File: src/rtl/encoder_pkg.sv
// Shared types and constants for the rotary-encoder value block.
//
// accel_state_t : acceleration level (x1, x4, x16 step multiplier)
// ACCEL_SHIFT   : left-shift per acceleration level (2 -> x4 per level)
// accel_raise   : next level up, saturating at ACC2
package encoder_pkg;

  typedef enum logic [1:0] {
    ACC0 = 2'd0,
    ACC1 = 2'd1,
    ACC2 = 2'd2
  } accel_state_t;

  localparam int unsigned ACCEL_SHIFT = 2;

  function automatic accel_state_t accel_raise(input accel_state_t lvl);
    accel_state_t nxt;
    unique case (lvl)
      ACC0:    nxt = ACC1;
      ACC1:    nxt = ACC2;
      default: nxt = ACC2;
    endcase
    return nxt;
  endfunction

endpackage

File: src/rtl/encoder_accel.sv
// Rotation acceleration tracker.
//
// Counts consecutive same-direction detents and raises the acceleration level
// every ACCEL_COUNT detents (saturating at ACC2). A direction reversal or an
// idle gap of ACCEL_WINDOW clocks drops back to ACC0.
//
// Ports:
//   clk       in   system clock
//   rst       in   asynchronous active-low reset
//   cw        in   clockwise detent pulse
//   ccw       in   counter-clockwise detent pulse
//   clr       in   force level 0 / count 0; suppresses this cycle's detent
//   accel_lvl out  registered acceleration level
//   step_lvl  out  level to apply to the detent in this cycle (ACC0 on reversal)
module encoder_accel
  import encoder_pkg::*;
#(
  parameter int unsigned ACCEL_COUNT  = 4,
  parameter int unsigned ACCEL_WINDOW = 500000
) (
  input  logic         clk,
  input  logic         rst,
  input  logic         cw,
  input  logic         ccw,
  input  logic         clr,
  output accel_state_t accel_lvl,
  output accel_state_t step_lvl
);

  localparam int unsigned TW = $clog2(ACCEL_WINDOW + 1);
  localparam int unsigned CW = (ACCEL_COUNT > 1) ? $clog2(ACCEL_COUNT) : 1;

  localparam logic [TW-1:0] WinLast = TW'(ACCEL_WINDOW - 1);
  localparam logic [TW-1:0] WinMax  = TW'(ACCEL_WINDOW);
  localparam logic [CW-1:0] CntLast = CW'(ACCEL_COUNT - 1);

  accel_state_t  lvl_q, lvl_d;
  logic [TW-1:0] timer_q, timer_d;
  logic [CW-1:0] cnt_q, cnt_d;
  logic          dir_valid_q, dir_valid_d;
  logic          dir_cw_q, dir_cw_d;

  logic          event_v;
  logic          reversal;
  accel_state_t  base_lvl;
  logic [CW-1:0] base_cnt;

  // A detent is exactly one of cw/ccw; a load in the same cycle swallows it.
  assign event_v  = (cw ^ ccw) & ~clr;
  assign reversal = event_v & dir_valid_q & (dir_cw_q != cw);

  // A reversal restarts counting from scratch before this detent is counted.
  assign base_lvl = reversal ? ACC0 : lvl_q;
  assign base_cnt = reversal ? '0 : cnt_q;

  always_comb begin
    lvl_d       = lvl_q;
    cnt_d       = cnt_q;
    timer_d     = timer_q;
    dir_valid_d = dir_valid_q;
    dir_cw_d    = dir_cw_q;

    if (event_v) begin
      timer_d     = '0;
      dir_valid_d = 1'b1;
      dir_cw_d    = cw;
      if (base_cnt == CntLast) begin
        cnt_d = '0;
        lvl_d = accel_raise(base_lvl);
      end else begin
        cnt_d = base_cnt + CW'(1);
        lvl_d = base_lvl;
      end
    end else if (timer_q != WinMax) begin
      timer_d = timer_q + TW'(1);
      // Window expiry: forget level, count and direction so the next
      // detent starts fresh without a reversal penalty.
      if (timer_q == WinLast) begin
        lvl_d       = ACC0;
        cnt_d       = '0;
        dir_valid_d = 1'b0;
      end
    end

    if (clr) begin
      lvl_d = ACC0;
      cnt_d = '0;
    end
  end

  always_ff @(posedge clk or negedge rst) begin
    if (!rst) begin
      lvl_q       <= ACC0;
      cnt_q       <= '0;
      timer_q     <= '0;
      dir_valid_q <= 1'b0;
      dir_cw_q    <= 1'b0;
    end else begin
      lvl_q       <= lvl_d;
      cnt_q       <= cnt_d;
      timer_q     <= timer_d;
      dir_valid_q <= dir_valid_d;
      dir_cw_q    <= dir_cw_d;
    end
  end

  assign accel_lvl = lvl_q;
  assign step_lvl  = base_lvl;

endmodule

File: src/rtl/encoder_value.sv
// Bounded setpoint register driven by rotary-encoder pulses.
//
// Each detent adds/subtracts a step of (FINE_STEP or COARSE_STEP) scaled by
// x1/x4/x16 acceleration. Results beyond [MIN,MAX] clamp or wrap to the
// opposite bound. prs toggles fine/coarse; load overwrites the value.
//
// Ports:
//   clk       in   system clock
//   rst       in   asynchronous active-low reset
//   cw        in   clockwise detent pulse
//   ccw       in   counter-clockwise detent pulse
//   prs       in   button press pulse (toggles coarse)
//   load      in   load pulse, highest priority
//   load_val  in   value to load, clamped to [MIN,MAX]
//   value     out  registered setpoint
//   changed   out  one-cycle strobe when value takes a new, different value
//   coarse    out  coarse step selected
//   accel_lvl out  acceleration level 0..2
//   at_min    out  value == MIN
//   at_max    out  value == MAX
module encoder_value
  import encoder_pkg::*;
#(
  parameter int unsigned W            = 16,
  parameter int unsigned MIN          = 0,
  parameter int unsigned MAX          = 1000,
  parameter int unsigned INIT         = 500,
  parameter int unsigned WRAP         = 0,
  parameter int unsigned FINE_STEP    = 1,
  parameter int unsigned COARSE_STEP  = 10,
  parameter int unsigned ACCEL_COUNT  = 4,
  parameter int unsigned ACCEL_WINDOW = 500000
) (
  input  logic         clk,
  input  logic         rst,
  input  logic         cw,
  input  logic         ccw,
  input  logic         prs,
  input  logic         load,
  input  logic [W-1:0] load_val,
  output logic [W-1:0] value,
  output logic         changed,
  output logic         coarse,
  output logic [1:0]   accel_lvl,
  output logic         at_min,
  output logic         at_max
);

  // Six guard bits cover a x16 step on top of a full-range value.
  localparam int unsigned XW = W + 6;

  localparam logic [W-1:0]  MinV    = W'(MIN);
  localparam logic [W-1:0]  MaxV    = W'(MAX);
  localparam logic [W-1:0]  InitV   = W'(INIT);
  localparam logic [XW-1:0] MinX    = XW'(MIN);
  localparam logic [XW-1:0] MaxX    = XW'(MAX);
  localparam logic [XW-1:0] FineX   = XW'(FINE_STEP);
  localparam logic [XW-1:0] CoarseX = XW'(COARSE_STEP);
  localparam bit            DoWrap  = (WRAP != 0);

  logic [W-1:0]  value_q, value_d;
  logic          changed_q, changed_d;
  logic          coarse_q, coarse_d;

  accel_state_t  lvl_reg;
  accel_state_t  step_lvl;

  logic [XW-1:0] value_x;
  logic [XW-1:0] base_step;
  logic [XW-1:0] step;
  logic [XW-1:0] sum;
  logic [XW-1:0] diff;
  logic          over;
  logic          under;
  logic [W-1:0]  inc_val;
  logic [W-1:0]  dec_val;
  logic [W-1:0]  load_clamped;

  encoder_accel #(
    .ACCEL_COUNT  (ACCEL_COUNT),
    .ACCEL_WINDOW (ACCEL_WINDOW)
  ) u_accel (
    .clk       (clk),
    .rst       (rst),
    .cw        (cw),
    .ccw       (ccw),
    .clr       (load),
    .accel_lvl (lvl_reg),
    .step_lvl  (step_lvl)
  );

  // Step uses the coarse setting registered before this cycle's prs.
  always_comb begin
    base_step = coarse_q ? CoarseX : FineX;
    unique case (step_lvl)
      ACC0:    step = base_step;
      ACC1:    step = base_step << ACCEL_SHIFT;
      ACC2:    step = base_step << (2 * ACCEL_SHIFT);
      default: step = base_step;
    endcase
  end

  assign value_x = XW'(value_q);
  assign sum     = value_x + step;
  assign diff    = value_x - step;
  assign over    = (sum > MaxX);
  // Check step > value first so the unsigned difference never wraps silently.
  assign under   = (step > value_x) || (diff < MinX);

  assign inc_val = over  ? (DoWrap ? MinV : MaxV) : sum[W-1:0];
  assign dec_val = under ? (DoWrap ? MaxV : MinV) : diff[W-1:0];

  always_comb begin
    load_clamped = load_val;
    if (load_val < MinV) begin
      load_clamped = MinV;
    end else if (load_val > MaxV) begin
      load_clamped = MaxV;
    end
  end

  always_comb begin
    value_d  = value_q;
    coarse_d = coarse_q;
    if (load) begin
      value_d = load_clamped;
    end else begin
      if (prs) begin
        coarse_d = ~coarse_q;
      end
      if (cw && !ccw) begin
        value_d = inc_val;
      end else if (ccw && !cw) begin
        value_d = dec_val;
      end
    end
    changed_d = (value_d != value_q);
  end

  always_ff @(posedge clk or negedge rst) begin
    if (!rst) begin
      value_q   <= InitV;
      changed_q <= 1'b0;
      coarse_q  <= 1'b0;
    end else begin
      value_q   <= value_d;
      changed_q <= changed_d;
      coarse_q  <= coarse_d;
    end
  end

  assign value     = value_q;
  assign changed   = changed_q;
  assign coarse    = coarse_q;
  assign accel_lvl = lvl_reg;
  assign at_min    = (value_q == MinV);
  assign at_max    = (value_q == MaxV);

endmodule

File: config.mk
export PLATFORM = sky130hd
export DESIGN_NAME = encoder_value
export DESIGN_NICKNAME = d
export VERILOG_FILES = /design/src/rtl/encoder_pkg.sv /design/src/rtl/encoder_accel.sv /design/src/rtl/encoder_value.sv
export SDC_FILE = /design/constraint.sdc
export NUM_CORES = 1
export LEC_CHECK = 0
export CAP_MARGIN = 10
export CORE_ASPECT_RATIO = 0.75
export CORE_UTILIZATION = 42
export CTS_BUF_LIST = sky130_fd_sc_hd__clkbuf_4
export CTS_CLUSTER_SIZE = 8
export DETAILED_ROUTE_END_ITERATION = 7
export GPL_TIMING_DRIVEN = 0
export PLACE_DENSITY = 0.74
export SLEW_MARGIN = 20
export SYNTH_ARGS = -nofsm -noshare
export SYNTH_HDL_FRONTEND = slang
export SYNTH_SLANG_ARGS = --single-unit
File: constraint.sdc
create_clock -name clk -period 5.22 [get_ports clk]
set_input_delay 0.522 -clock clk [delete_from_list [all_inputs] [get_ports clk]]
set_output_delay 0.522 -clock clk [all_outputs]
set_load 0.02 [all_outputs]
==> results of run 1 <==
==> stage by stage <==
stage | hold WS (ps) | setup TNS [ps] | power, W | cells
2_1_floorplan | 226 | 0 | 0.00105 | 476
3_3_place_gp | 454 | -751 | 0.00129 | 630
3_5_place_dp | 436 | -1230 | 0.00131 | 631
4_1_cts | 21.0 | 0 | 0.00155 | 639
5_1_grt | 32.8 | -42.1 | 0.00167 | 641
6_report | 11.0 | 0 | 0.00157 | 641
==> logic make-up (layout without fill, tap and decap cells) <==
family,Yosys count,after routing,synth area share
flip-flops,43,43,0.278
AO/OA/AOI/OAI,122,122,0.233
adder cells (fa/ha/maj),21,21,0.0714
XOR/XNOR,33,33,0.0830
AND/OR/NAND/NOR,199,199,0.260
buffers and inverters,51,104,0.0550
multiplexers,7,7,0.0193
==> synthesized netlist by cell type, types with 3 or more instances <==
| cell | n |
|---|---|
| nor2_1 | 58 |
| nand2_1 | 40 |
| dfrtp_1 | 37 |
| a21oi_1 | 30 |
| inv_1 | 30 |
| nand3_1 | 21 |
| ha_1 | 19 |
| o21ai_0 | 18 |
| xnor2_1 | 18 |
| clkbuf_1 | 12 |
| nor3_1 | 12 |
| xor2_1 | 12 |
| nor4_1 | 10 |
| nand4_1 | 9 |
| a31oi_1 | 8 |
| and2_1 | 7 |
| or3_1 | 7 |
| and3_1 | 6 |
| dfstp_2 | 6 |
| o31ai_1 | 6 |
| a2111oi_0 | 5 |
| nor2b_1 | 5 |
| a21o_1 | 4 |
| a221oi_1 | 4 |
| mux2_2 | 4 |
| nand2b_1 | 4 |
| or2_2 | 4 |
| a211o_1 | 3 |
| a211oi_1 | 3 |
| a21boi_0 | 3 |
| buf_2 | 3 |
| mux2i_1 | 3 |
| o2111ai_1 | 3 |
==> path summary, 6_finish.rpt <==
check / cells after the start / end / slack (ps)
setup / recovery: 19 / changed$_DFF_PN0_ / 70
hold / removal: 1 / value[11]$_DFF_PN0_ / 10
setup reg to reg: 16 / changed$_DFF_PN0_ / 750
hold reg to reg: 1 / u_accel.cnt_q[1]$_DFFE_PN0P_ / 510
max in group asynchronous: 2 / value[2]$_DFF_PN1_ / 4660
min in group clk: 1 / u_accel.cnt_q[1]$_DFFE_PN0P_ / 510
==> power by group through the flow <==
stage	Combinational (W)	Clock [W]	Sequential (W)
final	0.000896	0.000229	0.000447
after global routing	0.000964	0.000247	0.000455
after CTS	0.000871	0.000233	0.000444
after detailed placement	0.000864	0	0.000450
after global placement	0.000844	0	0.000447
after floorplan	0.000603	0	0.000449
==> repair_timing <==
| item | 4_1_cts | 5_1_grt |
|---|---|---|
| gates resized for setup | 3 | 4 |
| setup endpoints to repair | 1 | 1 |
| buffers inserted | 0 | 2 |
| pin swaps | 0 | 1 |
==> layout make-up <==
| cell class | instances | area [sq um] | share of cell area |
|---|---|---|---|
| Multi-Input combinational cell | 382 | 2610 | 0.570 |
| Sequential cell | 43 | 1080 | 0.236 |
| Timing Repair Buffer | 45 | 450 | 0.0983 |
| Tap cell | 112 | 140 | 0.0306 |
| Inverter | 32 | 120 | 0.0262 |
| Buffer | 19 | 95.1 | 0.0207 |
| Clock buffer | 6 | 45.0 | 0.00983 |
| Clock inverter | 2 | 37.5 | 0.00819 |
==> registers in the layout, summed over array words and instances, names as in the netlist <==
name,count
u_accel.dir_cw_q,1
u_accel.timer_q,19
changed,1
value,16
u_accel.cnt_q,2
u_accel.dir_valid_q,1
coarse,1
u_accel.accel_lvl,2
==> routing by layer <==
layer,vias to the layer above,routed length (um)
met1,1856,5400
met3,8,1120
met5,-,0
met2,171,4790
met4,0,59
li1,1833,-
==> worst reg2reg max path, stage by stage, from the launching register on <==
cell and delay [ps]:
dfrtp_1 420, xor2_1 220, nand3_1 130, clkbuf_2 200
a21oi_1 220, ha_1 340, and2b_1 280, o211ai_2 160
a2111oi_4 510, or4_1 190, buf_2 190, nand3_2 150
a31o_1 260, a2111oi_0 600, nand4_1 190, a211oi_2 180
nand4_1 100
==> cells in the final DEF (no fill, tap or decap), drive strengths merged, types with 3 or more instances in the layout <==
| cell type | n |
|---|---|
| nand2b | 4 |
| a2111oi | 7 |
| nand4 | 9 |
| clkdlybuf4s50 | 41 |
| mux2i | 3 |
| inv | 31 |
| a21o | 4 |
| a21oi | 30 |
| clkbuf | 18 |
| dfrtp | 37 |
| a211oi | 4 |
| xnor2 | 20 |
| or2 | 5 |
| nand2 | 40 |
| nor4 | 11 |
| and3 | 6 |
| o21ai | 18 |
| nor2b | 6 |
| xor2 | 13 |
| o31ai | 7 |
| and2 | 7 |
| a21boi | 4 |
| or3 | 7 |
| o21a | 3 |
| buf | 11 |
| o2111ai | 3 |
| dfstp | 6 |
| nand3 | 22 |
| a211o | 3 |
| mux2 | 4 |
| nor2 | 59 |
| ha | 19 |
| a31oi | 8 |
| nor3 | 12 |
| a221oi | 4 |
==> results_dict.tcl, run 1 <==
set metrics [dict create \
    ys_ff_latch 43 \
    ys.flop_type "dfrtp_1" \
    core-area_sq_mm 0.00901 \
    worst-path-buf-inv 4 \
    crit_start "cw" \
    startpoint_type "input pin" \
    cts-root-buf "clkbuf_4" \
    synth_cell_types 83 \
    fmax_ghz 0.194 \
    antenna_found_initial 0 \
    ioPinCount 44 \
    cts_hold_buf 0 \
    drtPass1Iterations 7 \
    end_kind "flip-flop" \
    clk_latency_ps 370 \
    grt_max_degree 33 \
    post-place-ws_ps -638 \
    synth_cells 476 \
    cts_buffer_depth 2 \
    tritoncts "built" \
    cpMaxStageDelayCell "a2111oi_0" \
    holdCritPathClass "in2async" \
    drtIter0Drc 335 \
    num_vias 3868 \
    synth.area.top_cells "dfrtp_1 24%, ha_1 6.1%, nor2_1 5.6%, dfstp_2 4.1%, xnor2_1 4.1%" \
    grt_pass1_wl_mm 18.4 \
    hold_violations 0 \
    slew_headroom 0.528 \
    slew_violations 0 \
    numClockSinks 43 \
    hpwl_mm 8.75 \
    routed_wl_mm 11.4 \
    syn_nets 519 \
    path_cells "clkdlybuf4s50_1 > inv_1 > ha_1 > nor2_4 > nand3_1 > clkbuf_2 > a21oi_1 > ha_1 > and2b_1 > o211ai_2 > a2111oi_4 > or4_1 > buf_2 > nand3_2 > a31o_1 > a2111oi_0 > nand4_1 > a211oi_2 > nand4_1" \
    sw_frac_of_total 0.456 \
    layout-drive-gt1-share 0.106 \
    ant_nets 0 \
    postLayoutCoreUtil 0.509 \
    finalWorstSetupSlack_ps 74.1 \
    power_frac_clock 0.146 \
    grt_pass1_vias 3598 \
    drc 0 \
    slowest_delay_ps 600 \
    cp.arrival_ps 5390 \
    worstPathMaxFanout 10 \
    tightest_slew_ps 706 \
    wl_per_cell_um 17.7 \
    area_growth_pct 17.8 \
    power.density_mw_per_mm2 343 \
    drv_cap 0 \
    overflow 0 \
    htreeDepth 2 \
    p_leak_nw 1.85 \
    die_h_um 85.4 \
    switchingPower_w 0.000717 \
    power_frac_comb 0.570 \
    clkTransAtPathRegs_ps 150 \
    track_usage 0.242 \
    viasPerCell 6.03 \
    use_met3 0.0479 \
    cts_made_buffers 5 \
    p_int_w 0.000855 \
    r2r-start "u_accel.dir_cw_q$_DFFE_PN0N_" \
    finalCritPeriodShare 0.986 \
    portBuffers 42 \
    rows 30 \
    peakVddDrop_mv 0.228 \
    p_seq_frac 0.284 \
    avgSynthCellArea_sq_um 8.17 \
    diodes 0 \
    min_period_ps 5150 \
    synth-seq-area-share 0.278 \
    critPathTopFamily "compound AO/OA/AOI/OAI gates" \
    setup_viol 0 \
    die_area_sq_mm 0.00966 \
    die_w_um 113 \
    critPathRequiredTime_ps 5460 \
    final_cell_area_sq_mm 0.00458 \
    start_util 0.432 \
    busiest_layer "met1" \
    status "completed" \
    synth-edff-count 0 \
    synth_area_sq_mm 0.00389 \
    met2_usage 0.349 \
    worstSetupPathType "in2reg" \
    routabilityCongestion 0.929 \
    fin_skew_ps 18.2 \
    post_dp_cell_area_sq_mm 0.00447 \
    yosys_warnings 0 \
    yosys.area.top_type "dfrtp_1" \
    synth_top_cell_area_share 0.238 \
    globalRouteMet1Util 0.372 \
    ys_async_sr_fraction 1.00 \
    nFillCells 857 \
    layout.nets 571 \
]
Power figures use the tool's default switching activity.
==> inputs of run 2 (changes only) <==
Settings changed: HOLD_SLACK_MARGIN set to 0.03.
==> run 2 against run 1 <==
Compared with the run above:
- setup slack got worse by 21 ps
- flip-flop and latch count did not move
- sequential power barely moved
- design area rose by 0.22%
- power barely moved
- critical endpoint unchanged
- highest routed layer unchanged
==> results_dict.tcl, run 2 (synthesized netlist as in run 1, its figures left out) <==
set metrics [dict create \
    drv_cap 0 \
    core-area_sq_mm 0.00901 \
    slew_violations 0 \
    layout.nets 572 \
    drtPass1Iterations 7 \
    diodes 0 \
    viasPerCell 6.07 \
    min_period_ps 5170 \
    slew_headroom 0.541 \
    hold_violations 0 \
    fin_skew_ps 18.9 \
    setup_tns_ps 0 \
    portBuffers 42 \
    hpwl_mm 8.75 \
    routed_wl_mm 11.4 \
    htreeDepth 2 \
    status "completed" \
    rows 30 \
    regMostFlops "u_accel.timer_q" \
    overflow 0 \
    p_int_w 0.000855 \
    dp_cells 631 \
    tritoncts "built" \
    ant_nets 0 \
    power_frac_comb 0.570 \
    final_common_cell "nor2_1" \
    grt_max_degree 33 \
    cts-root-buf "clkbuf_4" \
    p_seq_frac 0.285 \
    worstPathMaxFanout 10 \
    fmax_ghz 0.194 \
    switchingPower_w 0.000715 \
    postLayoutCoreUtil 0.510 \
    largest_reg_flops 19 \
    drtIter0Drc 361 \
    routabilityCongestion 0.929 \
    sw_frac_of_total 0.455 \
    startpoint_type "input pin" \
    peakVddDrop_mv 0.227 \
    power_frac_clock 0.145 \
    critPathRequiredTime_ps 5460 \
    layout-drive-gt1-share 0.106 \
    power.density_mw_per_mm2 342 \
    numClockSinks 43 \
    finalWorstSetupSlack_ps 53.6 \
    grt_pass1_vias 3598 \
    holdCritPathClass "reg2reg" \
    die_area_sq_mm 0.00966 \
    final_cell_area_sq_mm 0.00459 \
    antenna_found_initial 0 \
    start_util 0.432 \
    post_dp_cell_area_sq_mm 0.00447 \
    finalCritPeriodShare 0.990 \
    grt_pass1_wl_mm 18.4 \
    wl_per_cell_um 17.7 \
    p_leak_nw 1.85 \
    drc 0 \
    worstSetupPathType "in2reg" \
    area_growth_pct 18.1 \
    stdcell_count 642 \
    track_usage 0.242 \
    end_kind "flip-flop" \
    tightest_slew_ps 686 \
    ioPinCount 44 \
    cts_buffer_depth 2 \
    cp.arrival_ps 5410 \
    die_h_um 85.4 \
    clkTransAtPathRegs_ps 140 \
    cts_made_buffers 5 \
    num_vias 3900 \
    final_cell_mix "56 x nor2_1, 41 x clkdlybuf4s50_1, 40 x nand2_1" \
    setup_viol 0 \
    post-place-ws_ps -638 \
    clk_latency_ps 370 \
    die_w_um 113 \
]
run 2: power by group through the flow:
stage / Combinational, W / Sequential, W / Clock, W
2_1_floorplan: 0.000603 / 0.000449 / 0
5_1_grt: 0.000965 / 0.000455 / 0.000247
3_3_place_gp: 0.000844 / 0.000447 / 0
4_1_cts: 0.000872 / 0.000444 / 0.000233
6_report: 0.000895 / 0.000447 / 0.000228
3_5_place_dp: 0.000864 / 0.000450 / 0
run 2: repair_timing:
| action | in CTS | in global routing |
|---|---|---|
| cloned | 0 | 0 |
| endpoints found under the hold margin | 5 | 0 |
| gates resized for setup | 3 | 4 |
| setup endpoints to repair | 1 | 1 |
| pin swaps | 0 | 1 |
| hold buffers | 1 | 0 |
| buffers inserted | 0 | 2 |
run 2: through the flow:
stage                     hold slack (ps)  power [W]
after CTS                             500    0.00155
after floorplan                       226    0.00105
after detailed placement              436    0.00131
after global routing                  545    0.00167
after global placement                454    0.00129
final                                 515    0.00157
run 2: path summary, 6_finish.rpt:
kind	startpoint	endpoint	slack, ps	cells past startpoint
max reg2reg	u_accel.dir_cw_q$_DFFE_PN0N_	changed$_DFF_PN0_	740	16
max	cw	changed$_DFF_PN0_	50	19
min in group asynchronous	rst	value[11]$_DFF_PN0_	550	2
min	u_accel.cnt_q[1]$_DFFE_PN0P_	u_accel.cnt_q[1]$_DFFE_PN0P_	510	1
min reg2reg	u_accel.cnt_q[1]$_DFFE_PN0P_	u_accel.cnt_q[1]$_DFFE_PN0P_	510	1
max in group asynchronous	rst	value[2]$_DFF_PN1_	4120	3
run 2: worst max-delay path, stage by stage:
cell             delay (ps)
clkdlybuf4s50_1         560
inv_1                    80
ha_1                    370
nor2_4                  170
nand3_1                 110
clkbuf_2                200
a21oi_1                 220
ha_1                    340
and2b_1                 280
o211ai_2                160
a2111oi_4               510
or4_1                   190
buf_2                   190
nand3_2                 160
a31o_1                  270
a2111oi_0               600
nand4_1                 190
a211oi_2                180
nand4_1                 100
run 2: final cells by class:
class	count	area (sq um)
fill	857	4410
multi-input combinational	382	2610
sequential	43	1080
timing repair buffer	46	460
tap	112	140
inverter	32	120
buffer	19	95.1
clock buffer	6	45.0
clock inverter	2	37.5
run 2: layer usage:
layer  vias to the layer above  global-route usage  share of wire
li1                       1836                   -              -
met1                      1881               0.372           0.48
met2                       169               0.349           0.42
met4                         0              0.0455         0.0081
met3                        14              0.0479          0.088
met5                         -                   0              0
==> inputs of run 3 (changes only) <==
Settings changed: ABC_CLOCK_PERIOD_IN_PS set to 5220, CORE_MARGIN set to 4.
==> run 3 against run 2 <==
Compared with the run above:
- global-route usage is 3.8 points lower
- highest routed layer unchanged
- wire length rose by 0.73%
- first-iteration DRC count is 2.2% higher
- via count is 1.5% higher
- non-clock buffer count up 2
- cell count increased by 2.8%
- utilization is essentially flat
- register-to-register slack improved by 220 ps
- critical endpoint unchanged
- clock power fell by 24%
- hold slack worse by 17 ps
- power shrank 3.5%
- flip-flop and latch count unchanged
==> results_dict.tcl, run 3 (synthesized netlist as in run 1, its figures left out) <==
set metrics [dict create \
    met2_usage 0.302 \
    drv_cap 0 \
    area_growth_pct 18.5 \
    numClockSinks 43 \
    globalRouteMet1Util 0.301 \
    ioPinCount 44 \
    tightest_slew_ps 690 \
    hpwl_mm 8.77 \
    cts_buffer_depth 2 \
    grt_pass1_wl_mm 18.4 \
    status "completed" \
    startpoint_type "input pin" \
    overflow 0 \
    cts-root-buf "clkbuf_4" \
    post-place-ws_ps -570 \
    hold_violations 0 \
    ff2ff_path_depth 16 \
    cpMaxStageDelayCell "clkdlybuf4s50_1" \
    peakVddDrop_mv 0.173 \
    diodes 0 \
    fin_skew_ps 18.2 \
    holdCritPathClass "reg2reg" \
    slew_violations 0 \
    regMostFlops "u_accel.timer_q" \
    track_usage 0.205 \
    htreeDepth 2 \
    clk_latency_ps 370 \
    grt_pass1_vias 3650 \
    num_vias 3957 \
    setup_viol 0 \
    rows 30 \
    postLayoutCoreUtil 0.510 \
    routabilityCongestion 0.930 \
    start_util 0.430 \
    crit_path_end "changed$_DFF_PN0_" \
    power.density_mw_per_mm2 329 \
    ant_nets 0 \
    p_leak_nw 1.86 \
    layout-drive-gt1-share 0.109 \
    die_w_um 119 \
    drtPass1Iterations 5 \
    routed_wl_mm 11.5 \
    viasPerCell 6.00 \
    busiest_layer "met2" \
    use_met3 0.0455 \
    die_area_sq_mm 0.0109 \
    worstPathMaxFanout 7 \
    finalCritPeriodShare 0.957 \
    ff2ff_setup_slack_ps 960 \
    end_kind "flip-flop" \
    drtIter0Drc 369 \
    final_common_cell "nor2_1" \
    clkTransAtPathRegs_ps 150 \
    path_cells "clkdlybuf4s50_1 > inv_1 > ha_1 > nor2_4 > nand3_1 > and2_1 > nor2_1 > ha_1 > inv_1 > fa_1 > nor2_2 > o311ai_1 > a31o_2 > or2_2 > mux2i_2 > a31oi_1 > o21a_2 > or4_4 > a211oi_2 > nand4_1" \
    tritoncts "built" \
    setup_tns_ps 0 \
    drc 0 \
    min_period_ps 4990 \
    fmax_ghz 0.200 \
    portBuffers 42 \
    nFillCells 849 \
    cp.arrival_ps 5230 \
    antenna_found_initial 0 \
    worstSetupPathType "in2reg" \
    worstReg2RegEnd "changed$_DFF_PN0_" \
    r2r-start "u_accel.accel_lvl[0]$_DFFE_PN0P_" \
    core-area_sq_mm 0.00905 \
    finalWorstSetupSlack_ps 227 \
    wl_per_cell_um 17.4 \
    grt_max_degree 33 \
    crit_start "cw" \
    largest_reg_flops 19 \
    power.total_w 0.00152 \
    layout.nets 574 \
    slowest_delay_ps 560 \
    slew_headroom 0.539 \
    critPathRequiredTime_ps 5460 \
    die_h_um 91.4 \
    final_cell_mix "56 x nor2_1, 41 x clkdlybuf4s50_1, 40 x nand2_1" \
    cts_made_buffers 5 \
]
[run 3: cell count changes in the layout (fill, tap and decap cells not counted)]
cell,previous run,this run
bufinv_16,1,0
clkinv_4,0,1
xnor2_2,2,3
xnor2_1,18,17
buf_4,3,5
clkbuf_4,6,5
clkinv_1,1,2
[run 3: area by class of cell]
type	count	area, sq um	share of cell area
sequential	43	1080	0.235
clock buffer	5	37.5	0.00814
clock inverter	3	20.0	0.00434
timing repair buffer	48	475	0.103
tap	128	160	0.0347
buffer	19	95.1	0.0206
inverter	32	120	0.0260
multi-input combinational	382	2620	0.568
[run 3: timing repair]
item,CTS,global route
hold buffers,1,0
pin swaps,0,3
setup endpoints to repair,1,2
setup buffers,0,4
gates resized for setup,1,7
endpoints found under the hold margin,7,0
[run 3: worst max-delay path: cells and delay by family]
family,cells,cell delay (ps)
AO/OA/AOI/OAI,5,1070
adder cells (fa/ha/maj),3,990
buffers and inverters,3,680
multiplexers,1,250
AND/OR/NAND/NOR,8,1710
[run 3: through the flow]
stage	area, sq um	instances	hold WS [ps]
3_3_place_gp	4470	646	454
5_1_grt	4610	660	539
6_report	4610	660	498
4_1_cts	4560	656	501
2_1_floorplan	3890	476	226
3_5_place_dp	4490	647	432
[run 3: layer usage]
layer	wire [um]	share of wire
met3	1300	0.11
met1	5130	0.45
met2	4870	0.42
met4	175	0.015
met5	0	0
[run 3: how the worst min path moves through the flow]
| stage | startpoint | end | cells after the start |
|---|---|---|---|
| final | u_accel.dir_valid_q$_DFFE_PN0P_ | u_accel.dir_valid_q$_DFFE_PN0P_ | 1 |
| after global routing | u_accel.dir_valid_q$_DFFE_PN0P_ | u_accel.dir_valid_q$_DFFE_PN0P_ | 1 |
| after CTS | u_accel.cnt_q[0]$_DFFE_PN0P_ | u_accel.cnt_q[0]$_DFFE_PN0P_ | 2 |
| after detailed placement | rst | value[3]$_DFF_PN0_ | 1 |
| after global placement | u_accel.cnt_q[0]$_DFFE_PN0P_ | u_accel.cnt_q[0]$_DFFE_PN0P_ | 2 |
| after floorplan | rst | changed$_DFF_PN0_ | 0 |
[run 3: report_power, final]
part / switching, W / internal, W
sequential: 0.0000712 / 0.000374
combinational: 0.000520 / 0.000376
clock: 0.000122 / 0.0000519
total: 0.000714 / 0.000802
